$ cat src/rtl/gb_ppu_pkg.sv
// Shared PPU/OAM definitions: DMA FSM states and the fixed OAM/DMA register map.
package gb_ppu_pkg;

  typedef enum logic [1:0] {
    IDLE  = 2'd0,
    START = 2'd1,
    XFER  = 2'd2
  } dma_state_t;

  localparam logic [15:0] DMA_REG_ADDR = 16'hFF46;
  localparam logic [15:0] OAM_BASE     = 16'hFE00;
  localparam int          OAM_BYTES    = 160;
  localparam logic [7:0]  OAM_LAST_IDX = 8'(OAM_BYTES - 1);

endpackage

$ cat src/rtl/oam_dma_ctrl.sv
// OAM DMA engine (FF46) plus the OAM port arbiter between DMA, PPU and CPU.
module oam_dma_ctrl
  import gb_ppu_pkg::*;
#(
  parameter int CYCLES_PER_BYTE = 4
) (
  input  logic        clk,
  input  logic        rst,
  input  logic [15:0] mmio_a,
  input  logic [7:0]  mmio_din,
  input  logic        mmio_wr,
  output logic [7:0]  mmio_dout,
  output logic [15:0] src_a,
  output logic        src_rd,
  input  logic [7:0]  src_dout,
  input  logic        ppu_oam_req,
  input  logic [15:0] ppu_oam_a,
  output logic        ppu_oam_gnt,
  input  logic [15:0] cpu_oam_a,
  input  logic [7:0]  cpu_oam_din,
  input  logic        cpu_oam_wr,
  output logic [7:0]  cpu_oam_dout,
  output logic [15:0] oam_a,
  output logic [7:0]  oam_din,
  output logic        oam_wr,
  input  logic [7:0]  oam_dout,
  output logic        dma_active
);

  localparam logic [3:0] CNT_LAST = 4'(CYCLES_PER_BYTE - 1);

  dma_state_t state, state_nxt;
  logic [7:0] dma, dma_nxt;
  logic [7:0] idx, idx_nxt;
  logic [3:0] cnt, cnt_nxt;

  logic       reg_wr;
  logic       dma_wr;
  logic [7:0] src_hi;

  assign reg_wr = mmio_wr && (mmio_a == DMA_REG_ADDR);

  always_ff @(posedge clk) begin
    if (rst) begin
      state <= IDLE;
      dma   <= 8'h00;
      idx   <= 8'h00;
      cnt   <= 4'h0;
    end else begin
      state <= state_nxt;
      dma   <= dma_nxt;
      idx   <= idx_nxt;
      cnt   <= cnt_nxt;
    end
  end

  always_comb begin
    state_nxt = state;
    dma_nxt   = dma;
    idx_nxt   = idx;
    cnt_nxt   = cnt;
    case (state)
      IDLE: ;
      START: begin
        if (cnt == CNT_LAST) begin
          cnt_nxt   = 4'h0;
          state_nxt = XFER;
        end else begin
          cnt_nxt = cnt + 4'h1;
        end
      end
      XFER: begin
        if (cnt == CNT_LAST) begin
          cnt_nxt = 4'h0;
          if (idx == OAM_LAST_IDX) state_nxt = IDLE;
          else                     idx_nxt   = idx + 8'h01;
        end else begin
          cnt_nxt = cnt + 4'h1;
        end
      end
      default: state_nxt = IDLE;
    endcase
    // A register write restarts the transfer even on the final byte.
    if (reg_wr) begin
      dma_nxt   = mmio_din;
      idx_nxt   = 8'h00;
      cnt_nxt   = 4'h0;
      state_nxt = START;
    end
  end

  assign dma_active = (state == START) || (state == XFER);
  assign src_rd     = (state == XFER) && (cnt == 4'h0);
  assign dma_wr     = (state == XFER) && (cnt == 4'h1);
  // Pages E0-FF are echo RAM and alias down to C0-DF.
  assign src_hi     = (dma >= 8'hE0) ? (dma - 8'h20) : dma;
  assign src_a      = src_rd ? {src_hi, idx} : 16'hFFFF;
  assign mmio_dout  = (mmio_a == DMA_REG_ADDR && !mmio_wr) ? dma : 8'h00;
  assign ppu_oam_gnt = ppu_oam_req && !dma_active;

  always_comb begin
    oam_a        = 16'hFFFF;
    oam_din      = 8'h00;
    oam_wr       = 1'b0;
    cpu_oam_dout = 8'hFF;
    if (dma_wr) begin
      oam_a   = OAM_BASE + {8'h00, idx};
      oam_din = src_dout;
      oam_wr  = 1'b1;
    end else if (ppu_oam_gnt) begin
      oam_a = ppu_oam_a;
    end else if (!dma_active) begin
      oam_a        = cpu_oam_a;
      oam_din      = cpu_oam_din;
      oam_wr       = cpu_oam_wr;
      cpu_oam_dout = oam_dout;
    end
  end

endmodule
$ cat config.mk
export PLATFORM = sky130hd
export DESIGN_NAME = oam_dma_ctrl
export DESIGN_NICKNAME = d
export VERILOG_FILES = /design/src/rtl/gb_ppu_pkg.sv /design/src/rtl/oam_dma_ctrl.sv
export SDC_FILE = /design/constraint.sdc
export NUM_CORES = 1
export LEC_CHECK = 0
export CAP_MARGIN = 30
export CORE_UTILIZATION = 36
export DETAILED_ROUTE_END_ITERATION = 10
export PLACE_DENSITY = 0.87
export SLEW_MARGIN = 20
export SYNTH_ARGS = -nofsm -noshare
export SYNTH_HDL_FRONTEND = slang
export SYNTH_SLANG_ARGS = --single-unit
$ cat constraint.sdc
create_clock -name clk -period 4.8 [get_ports clk]
set_input_delay 0.48 -clock clk [delete_from_list [all_inputs] [get_ports clk]]
set_output_delay 0.48 -clock clk [all_outputs]
set_load 0.01 [all_outputs]
# Yosys cells after proc, flatten, opt, wreduce, memory -nomap -nowiden
# Cells that the tools add are included.
[op_classes]
reduce_logical = 15
order_cmp = 1
n_mux = 21
eq_ne = 13
n_addsub = 4
bitwise_logic = 2
[ops]
columns = ["op", "n"]
rows = [
  ["two-way mux 16 bit", 4],
  ["two-way mux 8 bit", 8],
  ["equality test 16 bit (second input constant)", 1],
  ["adder 10 x 9 -> 11 bit (first input constant)", 1],
  ["!= test 3 bit (second input constant)", 3],
  ["adder 8 x 1 -> 8 bit (second input constant)", 1],
  ["equality test 8 bit (second input constant)", 1],
  [">= comparator 8 bit (second input constant)", 1],
  ["!= test 2 bit (second input constant)", 4],
  ["AND reduction 4 bit", 2],
  ["subtractor 8 x 6 -> 8 bit (second input constant)", 1],
  ["two-way mux 2 bit", 3],
  ["case mux 2 bit (3 select lines)", 1],
  ["logical AND 1 bit", 5],
  ["adder 4 x 1 -> 4 bit (second input constant)", 1],
  ["equality test 4 x 1 -> 1 bit (second input constant)", 1],
  ["equality test 4 x 2 -> 1 bit (second input constant)", 1],
  ["logical NOT 4 bit", 1],
  ["two-way mux 1 bit", 4],
  ["two-way mux 4 bit", 1],
  ["OR reduction 2 bit", 2],
  ["AND reduction 3 bit", 1],
  ["equality test 2 x 1 -> 1 bit (second input constant)", 1],
  ["equality test 2 bit (second input constant)", 1],
  ["other kinds (4)", 6],
]
[word_totals]
word_cells = 61
out_inout_bits = 60
register_bits = 22
in_bits = 85

# Longest topological paths before layout
# Gate-level depths: netlist of the first run.
[logic_depth]
word_depth = 6
mapped_depth = 7
mapped_depth_nobuf = 6

# Worst setup path before layout of the first run
# Ideal clock, no wire load.
[synth_path]
kind = "register to output"
from = "register state[0]"
to = "output oam_a[1]"
required_time_ns = 4.320
slack_ns = 2.611
path_buffers = 2
path_stages_with_launch = 7
arrival_ns = 1.709
path_cell_list = "dfxtp_1 > inv_1 > ha_1 > clkbuf_1 > clkbuf_1 > a211oi_1 > o21ai_0"
[synth_between]
elab_chain_cells = 6
word_cells_on_any_way = 9
classes_between = "eq/ne: 2; mux: 3; reduce/logical: 4"
[synth_rtl]
columns = ["element", "line_no", "text"]
rows = [
  ["from (decl)", "oam_dma_ctrl.sv:32", "dma_state_t state, state_nxt;"],
  ["from (signal assigned)", "oam_dma_ctrl.sv:50", "state <= state_nxt;"],
  ["equality test 2 x 1 -> 1 bit / equality test 2 bit (equally long branches)", "oam_dma_ctrl.sv:92", "assign dma_active = (state == START) || (state == XFER);"],
  ["logical OR 1 bit (*)", "oam_dma_ctrl.sv:92", ""],
  ["named net dma_active", "oam_dma_ctrl.sv:27", "output logic dma_active"],
  ["logical NOT 1 bit", "--", ""],
  ["logical AND 1 bit", "oam_dma_ctrl.sv:99", "assign ppu_oam_gnt = ppu_oam_req && !dma_active;"],
  ["two-way mux 16 bit (*)", "oam_dma_ctrl.sv:110", "end else if (ppu_oam_gnt) begin"],
  ["two-way mux 16 bit (*)", "oam_dma_ctrl.sv:106", "if (dma_wr) begin"],
  ["to (decl)", "oam_dma_ctrl.sv:23", "output logic [15:0] oam_a,"],
]
# Mark *: on every way through the listed nets, which the timed path passes. The rest lies on a longest branch.

# Final worst setup path of the first run
[layout_path]
from = "input mmio_a[0]"
to = "output mmio_dout[7]"
[layout_between]
elab_chain_cells = 3
[layout_rtl]
columns = ["element", "line_no", "text"]
rows = [
  ["from (decl)", "oam_dma_ctrl.sv:9", "input logic [15:0] mmio_a,"],
  ["equality test 16 bit", "oam_dma_ctrl.sv:98", "assign mmio_dout = (mmio_a == DMA_REG_ADDR && !mmio_wr) ? dma : 8'h00;"],
  ["logical AND 1 bit", "oam_dma_ctrl.sv:98", ""],
  ["two-way mux 8 bit", "oam_dma_ctrl.sv:98", ""],
  ["to (decl)", "oam_dma_ctrl.sv:12", "output logic [7:0] mmio_dout,"],
]
# No other way between the ends.

==> impl_metrics.ini, run 1 <==
[floorplanning]
die_area_mm2 = 0.00532
die_height_um = 72.9
rows = 25
fp.coreArea_mm2 = 0.00479
die_w_um = 72.9
starting_utilization_of_the_core_area_pct = 37.8
top_level_ports = 145

[global_route]
antenna_found_initial = 0
first_global_vias = 2141
grt.overflow.total = 0
grt_max_degree = 29
global_route_wire_length_before_repair_mm = 9.72
grt.total_usage_pct = 23.1

[clock_tree]
clk_transition_reported_paths_ns = 0.08
cts_root_buffer = clkbuf_8
post-cts-setup-buffer-count = 0
ctsHtreeMaxLevel = 1
clk_latency_ns = 0.26
cts-hold-fix-buffers = 0
cts.repair.resized = 0
clock_tree_from_tritoncts = built
buffer_depth_of_the_longest_clock_path = 2
cts_inserted_buffers = 3
cts_num_sinks = 22

[logic_synthesis]
yosysWarningCount = 0
synth_top_family_by_area = simple AND/OR/NAND/NOR gates
synth.most_common_cell = nand2_1
synth_largest_type_area_fraction_pct = 24.3
post_synth_xor_area_fraction_pct = 2.42
synth_compound_gate_area_share_pct = 20.7
synth_simple_gate_area_share_pct = 37.0
synth.avg_cell_area_um2 = 7.51
synth_common_cells = nand2_1 (27), dfxtp_1 (22), nand2b_1 (22), o21ai_0 (18), a21oi_1 (15)
muxShareOfSynthArea_pct = 4.98
synth_top_cells_by_area = dfxtp_1 (24%), nand2b_1 (7.6%), nand2_1 (5.6%)
synth_edf_count = 0
synth_seq_area_share_pct = 24.3
synth.ff_latch_count = 22
synth-async-reset-ratio_pct = 0
synthesis.area_mm2 = 0.00181
syn-instance-count = 241
synth.net_count = 334
yosys_most_used_dff = dfxtp_1
synth_adder_area_share_pct = 5.53
netlist.top_cell.by_area = dfxtp_1
yosysUniqueCellTypes = 41

[route]
detail_route.iter0.violations = 146
drt-pass1-iter-count = 4
vias = 2242
final_antenna_net_count = 0
drcViolationCount = 0
wire_per_inst_um = 14.3
post_drt_via_cell_ratio = 5.06
route.final.wire_length_mm = 6.35

[setup_path]
startpoint = mmio_a[0]
crit_path_capture = mmio_dout[7]
critical_path.n_buffers_inverters = 2
critical_path.top_delay_family = simple AND/OR/NAND/NOR gates
critical_path.reg2reg.startpoint = cnt[0]
worst_ep_required_time_ns = 4.32
critical-path-max-stage-delay_ns = 0.53
rrSetupSlack_ns = 2.95
cp.depth = 6
timing.critical_path.mode_cell = clkdlybuf4s50_1
r2r.worst_path.cells = 5
worst-path-max-fanout = 12
critical_path.startpoint_type = input port
critPathCaptureType = output port
critical-path-slowest-cell = nor3_1
worstPathArrival_ns = 2.89
crit-reg2reg-capture = idx[5]
critical_path_class = in -> out
cp_cell_sequence = clkdlybuf4s50_1 -> nor4b_1 -> nand3_1 -> nor3_1 -> and2_1 -> clkdlybuf4s50_1

[pwr]
cell_internal_pwr_uw = 399
sw_frac_of_total_pct = 21.4
sequentialPowerShare_pct = 35.9
static-leakage-power_uw = 0.00120
worst_ir_drop_vdd_uv = 128
power.switching_uw = 109
clock_power_share_pct = 34.0
power_density_mw_per_mm2 = 151
combinational_cell_fraction_of_total_power_pct = 30.1

[placed_design]
io_buffer_count = 144
dp_hpwl_mm = 5.14
gpl.final_weighted_congestion = 0.882

[finish]
final_layout_size_suffix_gt1_share_pct = 3.19
antennaDiodeCount = 0
layout.core_utilization_pct = 70.3
fin_nets = 470
filler_cell_count = 388
syn_to_final_growth_pct = 85.9

[sta]
slew_headroom_pct = 52.8
timing_worst_slew_pin_value_ns = 0.709
timing.hold.ws_ns = 0.491
setup_viol = 0
fin_crit_period_ns = 3.37
maxClockFrequency_mhz = 296
final-max-slew-violation-count = 0
finClkSkew_ns = 0.00438
timing_hold_violations_final = 0
layout_worst_path_cycle_share_pct = 70.3
totalNegativeSetupSlack_ns = 0
rsz0062_at_grt = no

[run]
count_of_max_cap_constraint_violations = 0

[worst_hold_path]
hold_path_class = reg -> reg

[run_status]
outcome = completed
cell usage in the layout (no fill, tap or decap), drive strengths merged, types with 2 or more instances in the layout:
cell type	synthesis	layout
a211oi	9	9
a21oi	15	15
a22o	8	8
and2	7	7
and3	5	5
and4	2	2
buf	7	2
clkbuf	9	4
clkdlybuf4s50	0	144
dfxtp	22	22
ha	8	8
inv	6	6
mux2i	9	9
nand2	27	27
nand2b	22	22
nand3	14	14
nand4	3	3
nor2	12	12
nor2b	10	10
nor3	2	2
nor4	2	2
o21ai	19	19
o311ai	2	2
or3	2	2
or4b	2	2
xor2	5	5
cell families (layout without fill, tap and decap cells):
logic type | after synthesis | in the layout
AND/OR/NAND/NOR | 116 | 116
buffers and inverters | 22 | 157
XOR/XNOR | 5 | 5
adder cells (fa/ha/maj) | 8 | 8
flip-flops | 22 | 22
multiplexers | 9 | 9
AO/OA/AOI/OAI | 59 | 59
worst min path at each step:
stage | startpoint | to | slack (ns) | cells past startpoint
after global routing | dma[1] | dma[1] | 0.53 | 2
after CTS | dma[1] | dma[1] | 0.49 | 2
after floorplan | dma[0] | dma[0] | 0.45 | 2
final | dma[1] | dma[1] | 0.49 | 2
after detailed placement | dma[1] | dma[1] | 0.48 | 2
after global placement | dma[2] | dma[2] | 0.46 | 2
power groups by stage:
stage	logic, µW	clock network [µW]	registers [µW]
after CTS	153	176	182
after global placement	150	0	187
final	153	173	182
after floorplan	42.0	0	187
after global routing	162	183	182
after detailed placement	152	0	187
routing by layer:
metal | track usage, % | wire (µm) | share of wire, % | up-vias
met3 | 4.97 | 337 | 5.3 | 8
met2 | 42.1 | 3340 | 53 | 80
met5 | 0 | 0 | 0 | -
met4 | 3.70 | 72 | 1.1 | 0
met1 | 28.3 | 2600 | 41 | 1021
li1 | - | - | - | 1133
worst register-to-register path, delay by kind of cell, from the launching register on:
kind            cells  cell delay [ns]
flops               1             0.42
fa+ha+maj           1             0.25
simple gates        2             0.82
compound gates      2             0.30
metrics by stage:
step           std cells  power (µW)  area [µm²]  setup WS [ns]
2_1_floorplan        241         229        1810           2.61
3_3_place_gp         437         336        3280           1.52
3_5_place_dp         437         339        3280           1.41
4_1_cts              441         511        3350           1.42
5_1_grt              443         528        3370           1.19
6_report             443         508        3370           1.43
cell type report:
cell class	count	area [µm²]	share of cell area, %
Inverter	6	22.5	0.669
Timing Repair Buffer	147	1470	43.6
Tap cell	67	83.8	2.49
Multi-Input combinational cell	197	1280	38.0
Clock buffer	3	41.3	1.23
Clock inverter	1	30.0	0.892
Sequential cell	22	440	13.1
flip-flops by register name, indices dropped and copies added, names as in the netlist:
name	count
dma	8
idx	8
cnt	4
state	2
(Power assumes the default switching activity.)
==> run 2: changes to the inputs <==
- CORE_UTILIZATION: 36 -> 30
- PLACE_DENSITY: 0.87 -> 0.77
- clock period: 4.8 -> 3 ns (I/O delays scaled with it)
==> run 2 against run 1 <==
  * Sequential share of layout area fell by 0.097 points
  * Critical path depth is the same
  * Flip-flop and latch count unchanged
  * Count of clock-buffer cells in the layout stayed put
  * Non-clock buffer count up 3
  * Register-to-register slack worse by 1.8 ns
  * Highest routed layer unchanged
==> impl_metrics.ini, run 2 (synthesized netlist as in run 1, its figures left out) <==
[placed_design]
io_buffer_count = 144
post-place-cells = 447
gpl.final_weighted_congestion = 0.806
dp_hpwl_mm = 5.08
dpl_ws_ns = 0.423
placement.cell_area_mm2 = 0.00332

[worst_hold_path]
hold_path.startpoint = dma[2]
hold_path_class = reg -> reg

[floorplanning]
rows = 27
fp.coreArea_mm2 = 0.00568
die_area_mm2 = 0.00635
starting_utilization_of_the_core_area_pct = 31.9
top_level_ports = 145
die_w_um = 79.7
die_height_um = 79.7

[clock_tree]
clk_transition_reported_paths_ns = 0.08
cts.repair.resized = 0
cts_num_sinks = 22
cts_inserted_buffers = 3
buffer_depth_of_the_longest_clock_path = 2
ctsHtreeMaxLevel = 1
clk_latency_ns = 0.26
clock_tree_from_tritoncts = built
cts-hold-fix-buffers = 0
post-cts-setup-buffer-count = 0
cts_root_buffer = clkbuf_8

[route]
post_drt_via_cell_ratio = 4.94
route.final.wire_length_mm = 6.20
drcViolationCount = 0
detail_route.iter0.violations = 67
drt-pass1-iter-count = 4
vias = 2230
final_antenna_net_count = 0
wire_per_inst_um = 13.8

[pwr]
power_density_mw_per_mm2 = 240
worst_ir_drop_vdd_uv = 195
total_power_uw = 812
static-leakage-power_uw = 0.00122

[finish]
filler_cell_count = 508
largest_registers = dma: 8 flops, idx: 8 flops, cnt: 4 flops
syn_to_final_growth_pct = 87.3
final_cells = 451
final_layout_size_suffix_gt1_share_pct = 3.96
layout_commonest_cell = clkdlybuf4s50_1
fin_nets = 473
antennaDiodeCount = 0
final_design_area_no_fill_mm2 = 0.00339
most-common-layout-cells = clkdlybuf4s50_1 (144), nand2_1 (27), nand2b_1 (22), dfxtp_1 (22), o21ai_0 (18)

[sta]
totalNegativeSetupSlack_ns = 0
finalWorstSetupSlack_ns = 0.213
fin_crit_period_ns = 2.79
finClkSkew_ns = 0.00403
timing_worst_slew_pin_value_ns = 0.644
setup_viol = 0
maxClockFrequency_mhz = 359
slew_headroom_pct = 57.0
final-max-slew-violation-count = 0
timing_hold_violations_final = 0
rsz0062_at_grt = no
layout_worst_path_cycle_share_pct = 92.9

[setup_path]
startpoint = state[0]
critical-path-slowest-cell = clkdlybuf4s50_1
critical_path.n_buffers_inverters = 2
worst-path-max-fanout = 16
worst_ep_required_time_ns = 2.70
worstPathArrival_ns = 2.49
critical_path_class = reg -> out
critical_path.top_delay_family = simple AND/OR/NAND/NOR gates
critical-path-max-stage-delay_ns = 0.56
cp_cell_sequence = inv_1 -> ha_1 -> and3_1 -> nor3_4 -> a22o_1 -> clkdlybuf4s50_1
critical_path.reg2reg.startpoint = cnt[0]
critPathCaptureType = output port
critical_path.startpoint_type = flop

[run]
count_of_max_cap_constraint_violations = 0

[run_status]
outcome = completed

[global_route]
first_global_vias = 2074
grt.total_usage_pct = 19.2
antenna_found_initial = 0
grt.overflow.total = 0
grt_max_degree = 28
global_route_wire_length_before_repair_mm = 9.63
[run 2: cell type report]
type                       count  area [µm²]  share of cell area, %
sequential                    22         440                   13.0
clock inverter                 1        30.0                  0.886
tap                           72        90.1                   2.66
multi-input combinational    197        1280                   37.7
clock buffer                   3        41.3                   1.22
timing repair buffer         150        1490                   43.8
inverter                       6        22.5                  0.664
[run 2: per-stage QoR]
stage                     utilization [%]  hold WS [ns]
final                                59.7         0.483
after floorplan                         -         0.452
after global routing                 59.7         0.510
after detailed placement             58.5         0.481
after global placement               58.5         0.468
after CTS                            59.7         0.493
[run 2: final timing paths]
path / end / slack [ns] / cells past startpoint
min reg2reg: dma[2] / 0.48 / 2
min: dma[2] / 0.48 / 2
max: oam_din[1] / 0.21 / 6
max reg2reg: idx[7] / 1.14 / 5
[run 2: metal layers]
metal	up-vias	wire length [µm]	track usage (%)
met2	58	3310	35.2
met3	6	209	3.31
met1	1036	2620	23.1
li1	1130	-	-
met4	0	61	3.64
met5	-	0	0
[run 2: worst register-to-register path: cells and delay by family, from the launching register on]
kind | cells | cell delay (ns)
simple gates | 2 | 0.85
fa+ha+maj | 1 | 0.27
compound gates | 2 | 0.29
flops | 1 | 0.41
[run 2: power by group]
group | total, µW | internal (µW) | switching [µW] | leakage (µW)
Combinational | 244 | 169 | 74.3 | 0.00101
Clock | 277 | 178 | 98.9 | 0.0000357
Sequential | 292 | 292 | 0.00116 | 0.000177
